`config.mk`:
```
export PLATFORM = sky130hd
export DESIGN_NAME = fir_output_requant
export DESIGN_NICKNAME = d
export VERILOG_FILES = /design/src/rtl/fir_output_requant.sv
export SDC_FILE = /design/constraint.sdc
export NUM_CORES = 1
export LEC_CHECK = 0
export ABC_AREA = 1
export CAP_MARGIN = 20
export CORE_MARGIN = 3
export CORE_UTILIZATION = 45
export DETAILED_ROUTE_END_ITERATION = 8
export GPL_ROUTABILITY_DRIVEN = 0
export PLACE_DENSITY_LB_ADDON = 0.25
export SKIP_LAST_GASP = 1
export SLEW_MARGIN = 40
export SYNTH_ARGS = -nofsm -noshare
export SYNTH_HDL_FRONTEND = slang
export SYNTH_SLANG_ARGS = --single-unit
```
`constraint.sdc`:
```
create_clock -name clk -period 2.3 [get_ports clk]
set_input_delay 0.46 -clock clk [delete_from_list [all_inputs] [get_ports clk]]
set_output_delay 0.46 -clock clk [all_outputs]
set_load 0.005 [all_outputs]
```
`src/rtl/fir_output_requant.sv`:
```
// -----------------------------------------------------------------------------
// fir_output_requant
//
// Back-end stage of the FIR datapath. Takes the wide signed accumulator word,
// optionally rounds half up, drops SHIFT fraction bits with an arithmetic right
// shift, and saturates to DATA_OUT_WIDTH. Results go into a small FIFO and are
// offered downstream over valid/ready. The filter side cannot be stalled, so a
// sample arriving at a full FIFO is discarded and counted.
//
// Compile-time option:
//   FIR_OUT_ROUND_EN  defined     -> round half up (add 2^(SHIFT-1) before shift)
//                     not defined -> truncate toward minus infinity
//
// Ports:
//   clk        rising-edge clock
//   reset      synchronous, active-high reset
//   in_valid   in_data carries a new accumulator word this cycle
//   in_data    signed accumulator word, DATA_IN_WIDTH bits
//   out_valid  FIFO head is valid
//   out_ready  downstream accepts the head this cycle
//   out_data   signed requantized sample at the FIFO head (0 while empty)
//   sat_count  number of saturated samples, sticks at all-ones
//   drop_count number of samples lost to a full FIFO, sticks at all-ones
// -----------------------------------------------------------------------------
module fir_output_requant #(
    parameter int DATA_IN_WIDTH  = 64,
    parameter int DATA_OUT_WIDTH = 16,
    parameter int SHIFT          = 23,
    parameter int FIFO_DEPTH     = 4,
    parameter int CNT_WIDTH      = 16
) (
    input  logic                      clk,
    input  logic                      reset,
    input  logic                      in_valid,
    input  logic [DATA_IN_WIDTH-1:0]  in_data,
    output logic                      out_valid,
    input  logic                      out_ready,
    output logic [DATA_OUT_WIDTH-1:0] out_data,
    output logic [CNT_WIDTH-1:0]      sat_count,
    output logic [CNT_WIDTH-1:0]      drop_count
);

    localparam int DIW = DATA_IN_WIDTH;
    localparam int DOW = DATA_OUT_WIDTH;
    localparam int AW  = $clog2(FIFO_DEPTH);

    // Saturation limits expressed in the widened (DIW+1 bit) domain.
    localparam logic signed [DIW:0] SAT_HI = {{(DIW+2-DOW){1'b0}}, {(DOW-1){1'b1}}};
    localparam logic signed [DIW:0] SAT_LO = {{(DIW+2-DOW){1'b1}}, {(DOW-1){1'b0}}};
    localparam logic [DOW-1:0]      OUT_MAX = {1'b0, {(DOW-1){1'b1}}};
    localparam logic [DOW-1:0]      OUT_MIN = {1'b1, {(DOW-1){1'b0}}};
    localparam logic [AW:0]         DEPTH_CNT = (AW+1)'(FIFO_DEPTH);
    localparam logic [CNT_WIDTH-1:0] CNT_MAX = {CNT_WIDTH{1'b1}};

    // ------------------------------------------------------------------
    // Stage 1: rounding add, one extra bit so the add can never wrap.
    // ------------------------------------------------------------------
    logic signed [DIW:0] in_ext;
    logic signed [DIW:0] r1_next;
    logic signed [DIW:0] r1_reg;
    logic                v1_reg;

    assign in_ext = {in_data[DIW-1], in_data};

`ifdef FIR_OUT_ROUND_EN
    localparam logic [DIW:0]        RC_ONE = (DIW+1)'(1);
    localparam logic signed [DIW:0] RC     = RC_ONE << (SHIFT-1);
    assign r1_next = in_ext + RC;
`else
    // Truncation: no adder, but the register stays so latency is unchanged.
    assign r1_next = in_ext;
`endif

    always_ff @(posedge clk) begin
        if (reset) begin
            v1_reg <= 1'b0;
            r1_reg <= '0;
        end else begin
            v1_reg <= in_valid;
            if (in_valid) begin
                r1_reg <= r1_next;
            end
        end
    end

    // ------------------------------------------------------------------
    // Stage 2: arithmetic shift and saturate.
    // ------------------------------------------------------------------
    logic signed [DIW:0] q;
    logic [DOW-1:0]      s2_next;
    logic                sat_hit;
    logic [DOW-1:0]      s2_reg;
    logic                v2_reg;
    logic [CNT_WIDTH-1:0] sat_count_reg;

    assign q = r1_reg >>> SHIFT;

    always_comb begin
        s2_next = q[DOW-1:0];
        sat_hit = 1'b0;
        if (q > SAT_HI) begin
            s2_next = OUT_MAX;
            sat_hit = 1'b1;
        end else if (q < SAT_LO) begin
            s2_next = OUT_MIN;
            sat_hit = 1'b1;
        end
    end

    always_ff @(posedge clk) begin
        if (reset) begin
            v2_reg        <= 1'b0;
            s2_reg        <= '0;
            sat_count_reg <= '0;
        end else begin
            v2_reg <= v1_reg;
            if (v1_reg) begin
                s2_reg <= s2_next;
            end
            // Counted as the saturated sample enters the stage-2 register,
            // whether or not the FIFO later accepts it.
            if (v1_reg && sat_hit && sat_count_reg != CNT_MAX) begin
                sat_count_reg <= sat_count_reg + CNT_WIDTH'(1);
            end
        end
    end

    // ------------------------------------------------------------------
    // Output FIFO. A write into a full FIFO is still accepted when the head
    // is being read in the same cycle.
    // ------------------------------------------------------------------
    logic [DOW-1:0]       mem [FIFO_DEPTH];
    logic [AW-1:0]        wr_ptr_reg;
    logic [AW-1:0]        rd_ptr_reg;
    logic [AW:0]          count_reg;
    logic [CNT_WIDTH-1:0] drop_count_reg;
    logic                 fifo_full;
    logic                 do_read;
    logic                 do_write;
    logic                 do_drop;

    assign out_valid = (count_reg != '0);
    assign fifo_full = (count_reg == DEPTH_CNT);
    assign do_read   = out_valid && out_ready;
    assign do_write  = v2_reg && (!fifo_full || do_read);
    assign do_drop   = v2_reg && fifo_full && !do_read;

    genvar gi;
    generate
        for (gi = 0; gi < FIFO_DEPTH; gi++) begin : g_mem
            always_ff @(posedge clk) begin
                if (do_write && wr_ptr_reg == AW'(gi)) begin
                    mem[gi] <= s2_reg;
                end
            end
        end
    endgenerate

    always_ff @(posedge clk) begin
        if (reset) begin
            wr_ptr_reg     <= '0;
            rd_ptr_reg     <= '0;
            count_reg      <= '0;
            drop_count_reg <= '0;
        end else begin
            if (do_write) begin
                wr_ptr_reg <= wr_ptr_reg + AW'(1);
            end
            if (do_read) begin
                rd_ptr_reg <= rd_ptr_reg + AW'(1);
            end
            case ({do_write, do_read})
                2'b10:   count_reg <= count_reg + (AW+1)'(1);
                2'b01:   count_reg <= count_reg - (AW+1)'(1);
                default: count_reg <= count_reg;
            endcase
            if (do_drop && drop_count_reg != CNT_MAX) begin
                drop_count_reg <= drop_count_reg + CNT_WIDTH'(1);
            end
        end
    end

    // Memory is never cleared; masking the head keeps out_data at 0 while empty.
    assign out_data   = out_valid ? mem[rd_ptr_reg] : '0;
    assign sat_count  = sat_count_reg;
    assign drop_count = drop_count_reg;

endmodule
```
==> results.json, run 1 <==
{
  "status": "finished clean",
  "final_core_util_pct": 59.22,
  "largest_reg_flops": 64,
  "layout-drive-gt1-share_pct": 12.70,
  "fp.dieH_um": 131.8,
  "r2r_start": "count_reg[2]$_SDFFE_PP0P_",
  "vias": 5658,
  "cts_max_level": 4,
  "synth_flop_cell": "dfxtp_1",
  "cellLeakagePower_nw": 3.381,
  "crit_chain": "inv_1, buf_12, o21ai_0, a21oi_2, dlygate4sd2_1",
  "via_per_inst": 4.998,
  "critical_path.top_delay_family": "buffers and inverters",
  "grt_pass1_wl_mm": 25.65,
  "dieWidth_um": 131.8,
  "cts_tree": "done",
  "row_count": 45,
  "min_period_over_period_pct": 91.86,
  "worstSetupEndpointType": "output port",
  "grt_overflow": 0,
  "drtIter0Drc": 362,
  "area_growth_syn_to_layout_pct": 27.40,
  "relSlewSlack_pct": 75.61,
  "p_sw_mw": 1.677,
  "synth_cells": 812,
  "io_pins": 117,
  "synth_edf_count": 64,
  "skew_ns": 0.004498,
  "p_comb_share_pct": 12.0,
  "port-buffer-count": 93,
  "cts_buffers": 17,
  "clk_latency_ns": 0.42,
  "drc_errors": 0,
  "period_needed_ns": 2.113,
  "worstPathArrival_ns": 1.65,
  "grt_max_degree": 47,
  "ys_warn_count": 0,
  "syn-mean-instance-area_um2": 8.768,
  "mostFrequentLayoutCells": "nor2_1, dfxtp_1, o21ai_0",
  "cpPeakStageDelay_ns": 0.38,
  "slowest_stage": "dfxtp_4",
  "grt_pass1_vias": 5348,
  "reg2reg_to": "count_reg[2]$_SDFFE_PP0P_",
  "dr.pass1.iters": 4,
  "async_flop_share_pct": 0,
  "finalHoldViolations": 0,
  "power_mw": 7.007,
  "maxCapViolCount": 0,
  "yosysSeqAreaShare_pct": 55.11,
  "rsz0062_at_grt": "no",
  "seqPwrFrac_pct": 46.0,
  "synth_cell_type_count": 42,
  "numClockSinks": 164,
  "num-nets-final": 984,
  "r2r_slack_ns": 0.36,
  "synth_nets": 888,
  "start_util_pct": 46.49,
  "worstPathMaxFanout": 32,
  "ys_ff_latch": 164,
  "final-instance-count-excl-fill": 1132,
  "internal_power_mw": 5.330,
  "placed_cells": 1098,
  "worst-r2r-cell-count": 11,
  "crit_type": "flip-flop to output port",
  "vdd_drop_max_mv": 0.5680,
  "grt_use_total_pct": 18.14,
  "hp-class": "flip-flop to flip-flop",
  "clockBufferDepth": 2,
  "fmax_ghz": 0.4733,
  "postRouteAntennaNets": 0,
  "syn_area_mm2": 0.007119,
  "die-area_mm2": 0.01737,
  "pwr-share-clk_pct": 42.0,
  "setup_tns_ns": 0,
  "drt_wl_total_mm": 15.71,
  "clk_pin_slew_worst_paths_ns": 0.06,
  "dp_hpwl_mm": 10.58,
  "hold_path.startpoint": "r1_reg[35]$_SDFFE_PP0P_",
  "core_area_mm2": 0.01531,
  "critPathLaunchType": "flip-flop",
  "postCtsHoldBufs": 0,
  "worstMarginPinSlew_ns": 0.3658,
  "holdPathStages": 2,
  "antenna_found_initial": 0,
  "antenna_cells": 0,
  "ctsRootBufferMaster": "clkbuf_16",
  "layout_commonest_cell": "nor2_1",
  "hold_path_end": "r1_reg[35]$_SDFFE_PP0P_",
  "crit_required_ns": 1.84,
  "fin_hold_ws_ns": 0.4675,
  "switching_share_pct": 23.93,
  "wire_per_inst_um": 13.88,
  "powerDensity_mw_per_mm2": 772.5,
  "drv_slew": 0,
  "cp_num_buf_inv": 3,
  "setup_viol": 0
}
-- synth_stat cells (3+ instances only) --
cell        n  area share, %
nor2_1    160            8.4
dfxtp_1   100             28
o21ai_0    88            6.2
nand2_1    80            4.2
a21oi_1    74            5.2
edfxtp_1   64             27
inv_1      49            2.6
clkbuf_1   33            1.7
nand4_1    25            2.2
nand3_1    19            1.3
o21ai_1    16            1.1
inv_2      12           0.63
nand2_2     9           0.79
nor3_1      9           0.63
a21oi_2     8           0.98
xor2_1      8           0.98
ha_1        7            1.2
nor2_2      5           0.44
xnor2_1     5           0.62
nand3_2     4           0.56
nor3_2      4           0.56
buf_2       3           0.21
clkinv_1    3           0.16
nand2_4     3           0.47
o21a_1      3           0.32
-- power groups by stage --
stage	combinational, mW	clock (mW)	sequential (mW)
after global routing	0.941	3.11	3.23
after global placement	0.848	0	3.27
after floorplan	0.456	0	3.25
final	0.842	2.94	3.22
after CTS	0.853	3.00	3.22
after detailed placement	0.861	0	3.28
-- how the worst max path moves through the flow --
stage                                          from                        end  slack [ns]  cells past startpoint
after floorplan           count_reg[2]$_SDFFE_PP0P_  count_reg[2]$_SDFFE_PP0P_        0.33                     11
final                                     flip-flop               out_data[12]        0.19                      5
after global routing                      flip-flop               out_data[12]        0.05                      5
after detailed placement                  out_ready  count_reg[2]$_SDFFE_PP0P_       -0.05                     10
after global placement                    out_ready  count_reg[2]$_SDFFE_PP0P_        0.04                     10
after CTS                                 flip-flop                out_data[7]       -0.06                      5
-- logic make-up (layout without fill, tap and decap cells) --
| group | count (synthesis) | count (layout) | share of synthesized area (%) |
|---|---|---|---|
| buffers and inverters | 104 | 213 | 5.835 |
| xor gates and xnor gates | 13 | 13 | 1.599 |
| adders and majority gates | 8 | 8 | 1.511 |
| DFF | 164 | 164 | 55.11 |
| AOI/OAI and AO/OA | 192 | 192 | 14.13 |
| and+or+nand+nor | 331 | 331 | 21.81 |
-- timing repair --
action	4_1_cts	5_1_grt
endpoints found under the setup margin	16	1
setup buffers	2	0
gates resized for setup	29	1
pin swaps	2	1
-- per-layer routing --
metal	global-route usage, %	routed length (µm)	vias up
li1	-	-	2928
met1	23.71	7455	2594
met2	30.26	7431	121
met3	4.122	668	15
met4	5.484	153	0
met5	0	0	-
-- worst register-to-register path, stage by stage, from the launching register on --
cell	delay [ns]
dfxtp_1	0.35
inv_1	0.08
nand2_2	0.09
clkinv_2	0.07
nor2_1	0.14
ha_1	0.16
inv_1	0.06
fa_1	0.39
a21oi_1	0.15
o21ai_0	0.13
o21ai_1	0.14
a21oi_1	0.05
-- cell type report --
cell class                      count  area [µm²]
Clock buffer                       19       432.9
Clock inverter                     13       182.7
Fill cell                        1358        6245
Inverter                           65       251.5
Multi-Input combinational cell    544        2794
Sequential cell                   164        3930
Tap cell                          211       264.0
Timing Repair Buffer              116        1215
-- metrics by stage --
stage,area [µm²],setup slack (ns)
3_3_place_gp,8403,0.04016
5_1_grt,9070,0.05195
4_1_cts,9067,-0.06142
3_5_place_dp,8403,-0.04638
6_report,9070,0.1871
2_1_floorplan,7119,0.3278
Power figures use the tool's default switching activity.
==> run 2: changes to the inputs <==
- SKIP_LAST_GASP: 1 -> not set
- clock period: 2.3 -> 1.8 ns (I/O delays scaled with it)
==> run 2 against run 1 <==
Compared with the run above:
- the flow now finishes with violations (setup timing)
- worst hold slack improved by 0.0029 ns
- global-route usage increased by 1.2 points
- via count increased by 4.2%
- combinational power increased by 54%
==> results.json, run 2 (synthesized netlist as in run 1, its figures left out) <==
{
  "rsz0062_at_grt": "yes",
  "grt_use_total_pct": 19.33,
  "core_area_mm2": 0.01531,
  "postRouteAntennaNets": 0,
  "violations": "setup timing",
  "dieWidth_um": 131.8,
  "status": "complete, but fails checks",
  "crit_required_ns": 1.44,
  "period_needed_ns": 1.974,
  "num-nets-final": 1026,
  "drv_slew": 0,
  "via_per_inst": 5.020,
  "drtIter0Drc": 470,
  "grt_pass1_wl_mm": 27.44,
  "layout_commonest_cell": "nor2_1",
  "grt_max_degree": 50,
  "dp_hpwl_mm": 11.35,
  "ctsRootBufferMaster": "clkbuf_16",
  "finalHoldViolations": 0,
  "r2r_start": "count_reg[0]$_SDFFE_PP0P_",
  "worstPathMaxFanout": 7,
  "nFillCells": 1318,
  "port-buffer-count": 93,
  "grt_overflow": 0,
  "critPathLaunchType": "flip-flop",
  "final_core_util_pct": 61.41,
  "mostFrequentLayoutCells": "nor2_1, dfxtp_1, nand2_1",
  "cts_max_level": 4,
  "layout-drive-gt1-share_pct": 20.98,
  "skew_ns": 0.007031,
  "vdd_drop_max_mv": 0.6700,
  "maxCapViolCount": 0,
  "crit_chain": "buf_12, buf_12, nor2_1, nor2_1, o21ai_1, a21oi_1, buf_2",
  "dr.pass1.iters": 5,
  "die-area_mm2": 0.01737,
  "io_pins": 117,
  "numClockSinks": 164,
  "area_growth_syn_to_layout_pct": 32.11,
  "drt_wl_total_mm": 16.62,
  "setup_viol": 16,
  "cpPeakStageDelay_ns": 0.38,
  "cp_num_buf_inv": 3,
  "cellLeakagePower_nw": 3.566,
  "largest_reg_flops": 64,
  "placed_cells": 1130,
  "wire_per_inst_um": 14.16,
  "grt_pass1_vias": 5656,
  "relSlewSlack_pct": 77.54,
  "fmax_ghz": 0.5066,
  "powerDensity_mw_per_mm2": 952.9,
  "slowest_stage": "dfxtp_4",
  "worstPathArrival_ns": 1.61,
  "fp.dieH_um": 131.8,
  "drc_errors": 0,
  "antenna_cells": 0,
  "critical_path.top_delay_family": "buffers and inverters",
  "worstSetupEndpointType": "output port",
  "min_period_over_period_pct": 109.7,
  "start_util_pct": 46.49,
  "hp-class": "flip-flop to flip-flop",
  "clk_pin_slew_worst_paths_ns": 0.06,
  "vias": 5894,
  "power_mw": 8.962,
  "clk_latency_ns": 0.43,
  "row_count": 45,
  "worstMarginPinSlew_ns": 0.3333,
  "crit_type": "flip-flop to output port",
  "clockBufferDepth": 2,
  "cts_tree": "done",
  "antenna_found_initial": 0,
  "postCtsHoldBufs": 0,
  "setup_slack_ns": -0.1738,
  "final-instance-count-excl-fill": 1174,
  "hold_path.startpoint": "r1_reg[35]$_SDFFE_PP0P_",
  "cts_buffers": 17
}
==> run 2: changes by cell type in the layout (fill, tap and decap cells not counted), moves of 2 or more <==
cell / previous run / this run
buf_4: 12 / 48
o21ai_0: 88 / 58
o21ai_1: 16 / 46
buf_2: 0 / 16
dfxtp_1: 97 / 81
dfxtp_2: 2 / 18
dlygate4sd2_1: 15 / 1
nor2_1: 160 / 153
buf_6: 0 / 4
inv_6: 1 / 5
nor2_2: 5 / 9
nor2_4: 1 / 4
bufinv_16: 4 / 2
==> run 2: power breakdown <==
group	switching [mW]	internal, mW	total [mW]
combinational	0.679	0.619	1.30
sequential	0.111	4.01	4.12
clock	1.49	2.06	3.55
total	2.28	6.68	8.96
==> run 2: area by class of cell <==
type	instances	area, µm²	share of cell area, %
clock buffers	18	429.2	4.563
inverters	65	256.5	2.727
well taps	211	264.0	2.807
clock inverters	14	152.6	1.623
flip-flops and latches	164	3950	42.00
repair buffers	158	1518	16.14
multi-input cells	544	2835	30.15
==> run 2: through the flow <==
step / area [µm²] / setup WS [ns] / hold slack [ns] / setup TNS, ns
floorplan: 7137 / 0.01452 / 0.4349 / 0
global placement: 8648 / -0.3884 / 0.4482 / -5.182
detailed placement: 8648 / -0.4473 / 0.4586 / -8.081
CTS: 9306 / -0.1720 / 0.4673 / -1.653
global route: 9405 / -0.2278 / 0.4853 / -2.744
finish: 9405 / -0.1738 / 0.4704 / -1.411
==> run 2: timing repair <==
| action | in CTS | in global routing |
|---|---|---|
| gates cloned | 2 | 1 |
| setup endpoints to repair | 22 | 45 |
| pin swaps | 18 | 14 |
| endpoints found under the hold margin | 0 | 0 |
| gates resized for setup | 108 | 36 |
| setup buffers | 6 | 6 |
==> run 2: layer usage <==
layer / global-route usage (%) / routed length [µm] / up-vias
li1: - / - / 3023
met1: 24.65 / 7347 / 2724
met4: 5.543 / 160 / 0
met3: 4.008 / 785 / 11
met5: 0 / 0 / -
met2: 33.41 / 8332 / 136
==> run 2: path summary, 6_finish.rpt <==
kind / endpoint / slack, ns / cells after the start
min: r1_reg[35]$_SDFFE_PP0P_ / 0.47 / 2
min reg2reg: r1_reg[35]$_SDFFE_PP0P_ / 0.47 / 2
max reg2reg: count_reg[2]$_SDFFE_PP0P_ / 0.11 / 11
max: out_data[7] / -0.17 / 7
==> run 2: worst reg2reg max path: stages, from the launching register on <==
cell	delay, ns
dfxtp_2	0.35
nor2_4	0.05
nand2_2	0.08
clkinv_4	0.07
nor2_4	0.11
ha_1	0.14
inv_1	0.06
fa_2	0.35
a21oi_2	0.12
o21ai_1	0.09
o21ai_1	0.12
a21oi_1	0.04
==> run 3: changes to the inputs <==
- CAP_MARGIN: 20 -> not set
==> results of run 3 <==
The final DEF is identical to that of run 2; final timing and power are the same.
